**src/rtl/orientation_rx_if.sv**
```systemverilog
// Serial link between the microcontroller and orientation_rx.
// Latency: none; plain wires.
// Backpressure: none; the link is framed by load and paced by the sender's sck.
//
// Signals:
//   sck  - serial clock driven by the microcontroller
//   sdi  - serial data, sampled on sck rising edge
//   load - frame enable, high for the whole frame
//   sdo  - readback bit returned to the microcontroller
//
// Modports:
//   master - microcontroller side
//   slave  - receiver side
interface orientation_rx_if;
  logic sck;
  logic sdi;
  logic load;
  logic sdo;

  modport master (output sck, output sdi, output load, input sdo);
  modport slave  (input sck, input sdi, input load, output sdo);
endinterface

```
**src/rtl/orientation_rx.sv**
```systemverilog
// Receives a framed serial cube orientation and commits it atomically to a held bus.
// Latency: load fall at pin -> orient_valid 4 clk later (hold low), else 1 clk after hold is seen low.
// Backpressure: hold defers the commit; serial traffic arriving while deferred is discarded with frame_err.
//
// Ports:
//   clk          - system clock
//   reset        - asynchronous, active-low reset
//   ser          - serial link (sck, sdi, load in; sdo out), slave side
//   hold         - downstream core is mid-stream; commit must wait
//   orientation  - committed frame, square k in bits [8k+7:8k]
//   orient_valid - one-cycle pulse on the cycle orientation updates
//   frame_err    - one-cycle pulse when a frame is rejected
//   busy         - receiver is not idle
//
// Build option: define ORIENT_CODE_CHECK_EN to also reject frames with any square byte above 5.
module orientation_rx #(
  parameter int NBITS = 432
) (
  input  logic             clk,
  input  logic             reset,
  orientation_rx_if.slave  ser,
  input  logic             hold,
  output logic [NBITS-1:0] orientation,
  output logic             orient_valid,
  output logic             frame_err,
  output logic             busy
);

  localparam logic [9:0] NBITS_CNT = 10'(NBITS);
  localparam logic [9:0] CNT_MAX   = 10'd511;

  typedef enum logic [1:0] {IDLE, SHIFT, CHECK, PEND} state_t;

  state_t             state_q,        state_d;
  logic [2:0]         sck_q,          sck_d;
  logic [1:0]         sdi_q,          sdi_d;
  logic [2:0]         load_q,         load_d;
  logic [NBITS-1:0]   shadow_q,       shadow_d;
  logic [9:0]         bitcnt_q,       bitcnt_d;
  logic               pend_ok_q,      pend_ok_d;
  logic [NBITS-1:0]   orientation_q,  orientation_d;
  logic               orient_valid_q, orient_valid_d;
  logic               frame_err_q,    frame_err_d;

  logic sck_rise;
  logic load_rise;
  logic load_fall;
  logic sdi_s;
  logic code_ok;
  logic frame_good;

  // sdi goes through two flops and sck through three, so sdi_s is aligned
  // with the same synchroniser stage that sck_rise is detected on.
  always_comb begin
    sck_d     = {sck_q[1:0], ser.sck};
    sdi_d     = {sdi_q[0], ser.sdi};
    load_d    = {load_q[1:0], ser.load};
    sck_rise  = sck_q[1] & ~sck_q[2];
    load_rise = load_q[1] & ~load_q[2];
    load_fall = ~load_q[1] & load_q[2];
    sdi_s     = sdi_q[1];
  end

  always_comb begin
`ifdef ORIENT_CODE_CHECK_EN
    code_ok = 1'b1;
    for (int k = 0; k < NBITS / 8; k++) begin
      if (shadow_q[8*k +: 8] > 8'd5) code_ok = 1'b0;
    end
`else
    code_ok = 1'b1;
`endif
    frame_good = (bitcnt_q == NBITS_CNT) && code_ok;
  end

  always_comb begin
    state_d        = state_q;
    shadow_d       = shadow_q;
    bitcnt_d       = bitcnt_q;
    pend_ok_d      = pend_ok_q;
    orientation_d  = orientation_q;
    orient_valid_d = 1'b0;
    frame_err_d    = 1'b0;

    // A frame that started while a commit was pending is rejected at its
    // load fall, whether or not the pending commit has happened by then.
    if (load_fall && pend_ok_q) begin
      frame_err_d = 1'b1;
      pend_ok_d   = 1'b0;
    end

    case (state_q)
      IDLE: begin
        if (load_rise) begin
          bitcnt_d = '0;
          state_d  = SHIFT;
        end
      end
      SHIFT: begin
        if (sck_rise) begin
          shadow_d = {shadow_q[NBITS-2:0], sdi_s};
          bitcnt_d = (bitcnt_q == CNT_MAX) ? bitcnt_q : bitcnt_q + 10'd1;
        end
        if (load_fall) state_d = CHECK;
      end
      CHECK: begin
        if (!frame_good) begin
          frame_err_d = 1'b1;
          state_d     = IDLE;
        end else if (!hold) begin
          orientation_d  = shadow_q;
          orient_valid_d = 1'b1;
          state_d        = IDLE;
        end else begin
          state_d = PEND;
        end
      end
      PEND: begin
        if (load_rise) pend_ok_d = 1'b1;
        if (!hold) begin
          orientation_d  = shadow_q;
          orient_valid_d = 1'b1;
          state_d        = IDLE;
        end
      end
      default: state_d = IDLE;
    endcase
  end

  always_ff @(posedge clk or negedge reset) begin
    if (!reset) begin
      state_q        <= IDLE;
      sck_q          <= '0;
      sdi_q          <= '0;
      load_q         <= '0;
      shadow_q       <= '1;
      bitcnt_q       <= '0;
      pend_ok_q      <= 1'b0;
      orientation_q  <= '1;
      orient_valid_q <= 1'b0;
      frame_err_q    <= 1'b0;
    end else begin
      state_q        <= state_d;
      sck_q          <= sck_d;
      sdi_q          <= sdi_d;
      load_q         <= load_d;
      shadow_q       <= shadow_d;
      bitcnt_q       <= bitcnt_d;
      pend_ok_q      <= pend_ok_d;
      orientation_q  <= orientation_d;
      orient_valid_q <= orient_valid_d;
      frame_err_q    <= frame_err_d;
    end
  end

  assign ser.sdo      = load_q[1] & shadow_q[NBITS-1];
  assign orientation  = orientation_q;
  assign orient_valid = orient_valid_q;
  assign frame_err    = frame_err_q;
  assign busy         = (state_q != IDLE);

endmodule

```
**src/flat_wrapper.sv**
```systemverilog
// flat-port wrapper written by rule: the top's interface ports become plain ports
module orientation_rx_flat 
#(
  parameter int NBITS = 432
)
  (clk, reset, hold, orientation, orient_valid, frame_err, busy, ser_sck, ser_sdi, ser_load, ser_sdo);
  orientation_rx_if ser_i ();
  input  logic clk;
  input  logic reset;
  input  logic hold;
  output logic [NBITS-1:0] orientation;
  output logic orient_valid;
  output logic frame_err;
  output logic busy;
  input wire logic [$bits(ser_i.sck)-1:0] ser_sck;
  input wire logic [$bits(ser_i.sdi)-1:0] ser_sdi;
  input wire logic [$bits(ser_i.load)-1:0] ser_load;
  output wire logic [$bits(ser_i.sdo)-1:0] ser_sdo;
  assign ser_i.sck = ser_sck;
  assign ser_i.sdi = ser_sdi;
  assign ser_i.load = ser_load;
  assign ser_sdo = ser_i.sdo;
  orientation_rx #(.NBITS(NBITS)) u_core (.clk(clk), .reset(reset), .ser(ser_i), .hold(hold), .orientation(orientation), .orient_valid(orient_valid), .frame_err(frame_err), .busy(busy));
endmodule
```
**config.mk**
```make
export PLATFORM = sky130hd
export DESIGN_NAME = orientation_rx_flat
export DESIGN_NICKNAME = d
export VERILOG_FILES = /design/src/rtl/orientation_rx_if.sv /design/src/rtl/orientation_rx.sv /design/src/flat_wrapper.sv
export SDC_FILE = /design/constraint.sdc
export NUM_CORES = 1
export LEC_CHECK = 0
export ABC_CLOCK_PERIOD_IN_PS = 2600
export CAP_MARGIN = 15
export CORE_MARGIN = 5
export CORE_UTILIZATION = 56
export CTS_CLUSTER_SIZE = 25
export DETAILED_ROUTE_END_ITERATION = 6
export PLACE_DENSITY = 0.84
export SLEW_MARGIN = 20
export SYNTH_ARGS = -nofsm -noshare
export SYNTH_HDL_FRONTEND = slang
export SYNTH_SLANG_ARGS = --single-unit
```
**constraint.sdc**
```tcl
create_clock -name clk -period 2.6 [get_ports clk]
set_input_delay 0.52 -clock clk [delete_from_list [all_inputs] [get_ports clk]]
set_output_delay 0.52 -clock clk [all_outputs]
set_load 0.02 [all_outputs]
```
==> After elaboration in Yosys (flattened, before gate mapping) <==
Index checks and enable logic that the tools add are counted.
{ "word_totals": {"reg_bits": 887, "inputBits": 6, "output_inout_bits": 436, "elab_cells": 60} }
{ "classes": {"add_sub_neg": 1, "n_eq_ne": 11, "mux": 22, "bitwise_logic": 7, "reduce_logical": 9} }
{ "op_table": {"columns": ["cell", "count"], "rows": [
  ["$mux 432", 2],
  ["$pmux 432 s2", 1],
  ["$mux 10", 3],
  ["$eq 10x9->1 const B", 2],
  ["$pmux 10 s2", 1],
  ["$add 10x1->10 const B", 1],
  ["$mux 2", 5],
  ["$mux 1", 8],
  ["$ne 2x1->1 const B", 4],
  ["$pmux 2 s4", 1],
  ["$reduce_bool 2->1", 3],
  ["$and 1x1->1", 4],
  ["$eq 2x2->1 const B", 2],
  ["$ne 2x2->1 const B", 2],
  ["$reduce_and 2->1", 2],
  ["$reduce_and 4->1", 1],
  ["$not 1->1", 3],
  ["$reduce_and 3->1", 1],
  ["$eq 2x1->1 const B", 1],
  ["$logic_not 2->1", 1],
  ["$pmux 1 s2", 1],
  ["$logic_and 1x1->1", 1]
]} }

==> Depth between registers and ports, before layout <==
Gate-level depths: netlist (run 1).
{ "logic_depth": {"depth_word": 6, "ltp_mapped": 10, "depth_no_buf": 6} }

==> Least setup slack after synthesis (run 1) <==
No wires, ideal clock.
{ "synth_path": {"path_kind": "register -> register", "start": "register u_core.bitcnt_q[0]", "end": "register u_core.orientation_q[100] (netlist: u_core.orientation[100])", "setup_ns": 0.082, "arrival_ns": 1.842, "t_required_ns": 2.518, "path_slack_ns": 0.676, "path_stages_with_launch": 10, "n_path_buf": 3, "synth_period_minus_slack_ns": 1.924, "cell_sequence": "dfrtp_1 > inv_1 > ha_1 > nor4b_2 > and4_1 > o21ai_1 > buf_6 > buf_6 > buf_6 > mux2_4"} }
{ "synth_between": {"elab_chain_cells": 3} }
{ "synth_lines": {"columns": ["element", "line_no", "source"], "rows": [
  ["start: declaration", "orientation_rx.sv:39", "logic [9:0] bitcnt_q, bitcnt_d;"],
  ["start signal: assignment", "orientation_rx.sv:148", "bitcnt_q <= bitcnt_d;"],
  ["$eq 10x9->1", "orientation_rx.sv:73", "frame_good = (bitcnt_q == NBITS_CNT) && code_ok;"],
  ["$ne 2x1->1 (no line)", null, null],
  ["$reduce_and 2->1 (no line)", null, null],
  ["end signal: assignment", "orientation_rx.sv:150", "orientation_q <= orientation_d;"],
  ["end: declaration", "orientation_rx.sv:41", "logic [NBITS-1:0] orientation_q, orientation_d;"]
]} }
Every way passes these cells.
A chain may end at the register's enable or synchronous reset.

==> Final worst setup path (run 1) <==
{ "layout_path": {"start": "register u_core.state_q[0]", "end": "output port busy"} }
{ "layout_between": {"elab_chain_cells": 1} }
{ "layout_lines": {"columns": ["element", "line_no", "source"], "rows": [
  ["start: declaration", "orientation_rx.sv:34", "state_t state_q, state_d;"],
  ["start signal: assignment", "orientation_rx.sv:143", "state_q <= state_d;"],
  ["$reduce_bool 2->1", "orientation_rx.sv:160", "assign busy = (state_q != IDLE);"],
  ["end: declaration", "flat_wrapper.sv:14", "output logic busy;"]
]} }
Every way passes these cells.

==> impl_metrics.csv, run 1 <==
group,metric,value,unit
grt,grt_use_met1,30.1,%
final_layout,nNetsFinal,3301,
die,dieWidth,263,microns
cts,numCtsBuffers,89,
yosys,synth_top_area_share,63.5,%
yosys,synth_edf_count,0,
grt,grt_pass1_vias,23430,
route,wl_per_cell,19.6,microns
final_layout,fillers,3904,
yosys,synth_area,0.0358,sq mm
yosys,syn_nets,2843,
die,die_h,263,microns
worst_setup_path,required,2.08,ns
die,fp.dieArea,0.0690,sq mm
grt,use_met2,40.0,%
yosys,synth_ff_type,"dfstp_2",
yosys,ys_warn_count,0,
final_layout,multi_input_area,0.0116,sq mm
sta,finalCriticalPeriod,2.48,ns
route,drtIter0Drc,1330,
route,viasPerCell,5.24,
grt,grt_max_degree,193,
sta,final.setup.tns,0,ns
sta,fin_hold_ws,0.212,ns
route,vias,22053,
cts,cts_tree,"yes",
placement,io_buffers,441,
worst_setup_path,cp.arrival,1.96,ns
cts,clk_pin_slew_worst_paths,0.06,ns
yosys,synth.avg_cell_area,12.6,sq um
cts,cts.sinks,887,
yosys,synthArstFlopShare,100,%
worst_setup_path,path_cells,"nor2_1 -> inv_1 -> clkdlybuf4s50_1",
cts,clkLatencyLatePin,0.64,ns
yosys,yosysSeqAreaShare,65.1,%
grt,grt-ovfl-total,0,
worst_setup_path,criticalPathCategory,"flip-flop to output pin",
route,drtAntennaViolNets,0,
yosys,synth_largest_area_cell,"dfstp_2",
worst_setup_path,path_max_fanout,8,
worst_setup_path,critPathSlowestCell,"clkdlybuf4s50_1",
grt,gr-usage-all-layers,23.6,%
run,cap_violations,0,
sta,skew,0.0221,ns
cts,cts_root_buf,"clkbuf_16",
sta,worstMarginPinSlew,1.10,ns
final_layout,area_growth,24.0,%
sta,max_freq,403,MHz
placement,dp_hpwl,53.9,mm
die,io_pins,442,
grt,grt_pass1_wl,133,mm
yosys,synth_cells,2835,
die,start_util,56.6,%
die,std_cell_rows,92,
yosys,yosys_register_bits,887,
worst_setup_path,critPathLaunchType,"flip-flop",
pwr,power.density,640,mW/mm^2
sta,relSlewSlack,26.4,%
min_path,min_path_type,"input port to asynchronous set/reset pin",
yosys,synthTopCellsByCount,"nand2_1 (1306), dfstp_2 (864), mux2_4 (369)",
final_layout,layout-drive-gt1-share,45.3,%
final_layout,antenna_cells,0,
yosys,synth_most_common_cell,"nand2_1",
sta,hold_violations,0,
pwr,ir_worst_vdd,501,uV
route,drt_first_pass_iters,7,
sta,slew_violations,0,
route,drc_errors,0,
yosys,synth_area_leaders,"dfstp_2 (63%), mux2_4 (15%), nand2_1 (14%)",
grt,grtUsageMet3,5.07,%
cts,clockBufferDepth,3,
worst_setup_path,cp_slowest_stage_delay,0.60,ns
sta,fin_crit_sh,95.5,%
run_status,outcome,"complete, no violations",
sta,setup_viol,0,
pwr,p_leak,20.3,nW
die,core_area,0.0632,sq mm
final_layout,ff_latch_area,0.0233,sq mm
worst_setup_path,worstSetupEndpointType,"output pin",
grt,grt_antenna_before_repair,0,
route,wirelength,82.6,mm
sta,rsz0062_at_grt,"no",
yosys,synth_cell_type_count,33,
cts,htreeDepth,3,
placement,gp_congestion,0.796,
grt,busiest_layer,"met2",
worst max-delay path: cells and delay by family, from the launching register on:
family / cells / cell delay [ns]
and+or+nand+nor: 1 / 0.18
DFF: 1 / 0.49
buffers and inverters: 2 / 0.66
path summary, 6_finish.rpt:
check	start	end	slack [ns]	cells after the start
max reg2reg	u_core.bitcnt_q[0]	u_core.orientation[203]	0.26	8
min	reset	u_core.orientation[286]	0.21	1
max in group asynchronous	reset	u_core.shadow_q[221]	1.78	3
min in group clk	ser_sdi	u_core.sdi_q[0]	0.33	1
max	u_core.state_q[0]	busy	0.12	3
min reg2reg	u_core.sdi_q[0]	u_core.sdi_q[1]	0.34	0
flip-flops by register name, indices dropped and copies added, names as in the netlist:
| name | count |
|---|---|
| u_core.orientation | 432 |
| u_core.shadow_q | 432 |
| u_core.bitcnt_q | 10 |
| u_core.load_q | 3 |
| u_core.sck_q | 3 |
| u_core.sdi_q | 2 |
| u_core.state_q | 2 |
| u_core.frame_err | 1 |
| u_core.orient_valid | 1 |
| u_core.pend_ok_q | 1 |
cells in the final DEF, fill, tap and decap left out, drive strengths merged, types with 3 or more instances in the layout:
| master | netlist | routed |
|---|---|---|
| nor2 | 5 | 5 |
| o21ai | 5 | 5 |
| a31oi | 7 | 7 |
| clkdlybuf4s50 | 0 | 440 |
| nand3 | 5 | 5 |
| mux2 | 432 | 432 |
| inv | 7 | 10 |
| dfstp | 864 | 864 |
| dfrtp | 23 | 23 |
| bufinv | 0 | 6 |
| nand2b | 4 | 4 |
| a21oi | 3 | 3 |
| nand2 | 1306 | 1306 |
| clkinv | 0 | 23 |
| buf | 93 | 76 |
| clkbuf | 56 | 127 |
power breakdown:
| part | internal (mW) | switching [mW] |
|---|---|---|
| Combinational | 0.359 | 0.824 |
| Clock | 7.62 | 5.42 |
| Sequential | 14.1 | 0.107 |
per-stage QoR:
stage	total power, mW	utilization [%]	instances	area, sq um	setup WS, ns
6_report	28.4	70.2	4209	44300	0.117
5_1_grt	29.4	70.2	4209	44300	0.00612
4_1_cts	28.7	70.2	4209	44300	0.0307
3_5_place_dp	15.5	65.4	4048	41300	0.291
3_3_place_gp	15.5	65.4	4048	41300	0.312
2_1_floorplan	15.0	-	2835	35800	0.676
cell families (layout without fill, tap and decap cells):
| group | Yosys count | in the layout | synth area share (%) |
|---|---|---|---|
| multiplexers | 433 | 433 | 17.5 |
| AND/OR/NAND/NOR | 1334 | 1334 | 14.2 |
| buffers and inverters | 156 | 684 | 2.71 |
| adder cells (fa/ha/maj) | 2 | 2 | 0.0700 |
| AO/OA/AOI/OAI | 23 | 23 | 0.427 |
| flip-flops | 887 | 887 | 65.1 |
routing by layer:
layer / vias to the layer above / wire length, microns
met3: 174 / 4530
met1: 11279 / 33100
met2: 635 / 42100
met4: 0 / 2890
li1: 9965 / -
met5: - / 0
area by class of cell:
| cell class | count | area share, % |
|---|---|---|
| clock inverters | 34 | 0.957 |
| inverters | 7 | 0.0593 |
| multi-input cells | 1792 | 26.1 |
| repair buffers | 516 | 12.2 |
| flip-flops and latches | 887 | 52.5 |
| clock buffers | 127 | 5.87 |
| well taps | 846 | 2.39 |
timing repair:
action | CTS | global route
hold buffers | 0 | 0
buffers inserted | 0 | 0
resized for setup | 1 | 1
endpoints found under the setup margin | 1 | 1
Power figures use the tool's default switching activity.
==> run 2: changes to the inputs <==
Settings changed: PLACE_DENSITY 0.84 to 0.8, SKIP_LAST_GASP set to 1.
==> run 2 against run 1 <==
  * Clock skew about the same
  * Sequential share of layout area shrank 0.26 points
  * Non-clock buffer count is 4 higher
  * Fmax down 0.24%
  * Wire length is 0.96% higher
  * First-iteration DRC count is 38% higher
  * Sequential cell count stayed put
==> impl_metrics.csv, run 2 (synthesis results as in run 1) <==
group,metric,value,unit
route,wirelength,83.4,mm
route,viasPerCell,5.30,
pwr,p_sw,6.43,mW
worst_setup_path,critPathSlowestCell,"clkdlybuf4s50_1",
grt,grt-ovfl-total,0,
pwr,pwr-share-comb,4.2,%
pwr,p_leak,20.4,nW
cts,numCtsBuffers,88,
sta,worstMarginPinSlew,0.861,ns
route,wl_per_cell,19.8,microns
cts,cts_root_buf,"clkbuf_16",
pwr,ir_worst_vdd,437,uV
grt,grt_pass1_vias,23691,
placement,io_buffers,441,
cts,clockBufferDepth,3,
pwr,internal_power,22.5,mW
sta,max_freq,402,MHz
pwr,p_sw_share,22.2,%
worst_setup_path,path_max_fanout,10,
cts,clk_pin_slew_worst_paths,0.06,ns
sta,fin_crit_sh,95.7,%
sta,slew_violations,0,
pwr,p_clk_share,46.9,%
die,die_h,263,microns
worst_setup_path,cp_slowest_stage_delay,0.62,ns
final_layout,layout-drive-gt1-share,45.4,%
die,fp.dieArea,0.0690,sq mm
die,io_pins,442,
final_layout,layout_common_cells,"nand2_1 (1306), dfstp_2 (864), clkdlybuf4s50_1 (440)",
sta,finalCriticalPeriod,2.49,ns
final_layout,antenna_cells,0,
worst_setup_path,criticalPathCategory,"flip-flop to output pin",
placement,placed_cells,4052,
final_layout,final_cells,4215,
sta,rsz0062_at_grt,"no",
grt,busiest_layer,"met2",
grt,grtUsageMet3,4.55,%
run,cap_violations,0,
sta,skew,0.0224,ns
sta,layout_setup_ws,0.111,ns
placement,dp_hpwl,54.2,mm
die,dieWidth,263,microns
grt,gr-usage-all-layers,23.7,%
grt,use_met2,39.6,%
final_layout,fillers,3932,
worst_setup_path,critPathLaunchType,"flip-flop",
worst_setup_path,worstSetupEndpointType,"output pin",
die,core_area,0.0632,sq mm
route,vias,22357,
sta,fin_hold_ws,0.130,ns
grt,grt_pass1_wl,134,mm
cts,cts_tree,"yes",
sta,setup_viol,0,
final_layout,area_growth,24.6,%
die,std_cell_rows,92,
pwr,power_frac_seq,49.0,%
sta,hold_violations,0,
route,drtIter0Drc,1833,
sta,final.setup.tns,0,ns
grt,grt_max_degree,151,
worst_setup_path,path_cells,"nor2_1 -> inv_1 -> clkdlybuf4s50_1",
pwr,totalPowerFinal,28.9,mW
final_layout,nNetsFinal,3304,
placement,gp_congestion,0.803,
worst_setup_path,cp.arrival,1.97,ns
die,start_util,56.6,%
worst_setup_path,regToRegStartpoint,"u_core.bitcnt_q[0]",
pwr,power.density,649,mW/mm^2
cts,htreeDepth,3,
route,drt_first_pass_iters,5,
placement,place_ws,0.173,ns
grt,grt_use_met1,31.3,%
final_layout,layout_commonest_cell,"nand2_1",
cts,cts_setup_buffers,0,
grt,grt_antenna_before_repair,0,
run_status,outcome,"complete, no violations",
min_path,min_path_type,"input port to asynchronous set/reset pin",
worst_setup_path,crit_start,"u_core.state_q[1]",
worst_setup_path,required,2.08,ns
sta,relSlewSlack,42.6,%
cts,cts.sinks,887,
cts,clkLatencyLatePin,0.63,ns
route,drc_errors,0,
route,drtAntennaViolNets,0,
[run 2: cell count changes in the layout (fill, tap and decap cells not counted), sizes merged]
cell      previous run  this run
buf                 76        80
clkbuf             127       124
clkinv              23        18
bufinv               6        11
clkinvlp             2         7
[run 2: area by class of cell]
class / count / area [sq um] / area share, %
Tap cell: 846 / 1060 / 2.38
Clock buffer: 124 / 2580 / 5.79
Sequential cell: 887 / 23300 / 52.2
Inverter: 7 / 26.3 / 0.0590
Multi-Input combinational cell: 1792 / 11600 / 25.9
Timing Repair Buffer: 520 / 5490 / 12.3
Clock inverter: 39 / 572 / 1.28
[run 2: timing repair]
item,4_1_cts,5_1_grt
setup endpoints to repair,0,1
gates resized for setup,0,1
hold buffers,0,0
[run 2: power groups by stage]
stage               clock [mW]  sequential (mW)  combinational, mW
finish                    13.6             14.2               1.21
global route              14.4             14.2               1.32
CTS                       13.8             14.2               1.22
detailed placement           0             14.4               1.22
global placement             0             14.4               1.18
floorplan                    0             14.3              0.601
[run 2: per-layer routing]
layer / up-vias / share of wire (%) / wire length, microns
li1: 9963 / - / -
met1: 11469 / 41 / 34400
met2: 761 / 50 / 41500
met3: 164 / 5.8 / 4880
met4: 0 / 3.1 / 2570
met5: - / 0 / 0
[run 2: critical path, delay by kind of cell (launching register included)]
family,cells,cell delay [ns]
simple gates,1,0.10
flops,1,0.51
buf+inv,2,0.75
[run 2: stage by stage]
step	instance area (sq um)	utilization, %
final	44600	70.5
after global routing	44600	70.5
after CTS	44600	70.5
after detailed placement	41400	65.5
after global placement	41400	65.5
after floorplan	35800	-
[run 2: path summary, 6_finish.rpt]
kind / end / slack, ns / depth (start not counted)
min reg2reg: u_core.sdi_q[1] / 0.35 / 0
max in group asynchronous: u_core.orientation[15] / 1.80 / 3
max: busy / 0.11 / 3
min: u_core.orientation[268] / 0.13 / 1
min in group clk: u_core.load_q[0] / 0.33 / 1
max reg2reg: u_core.orientation[388] / 0.17 / 8
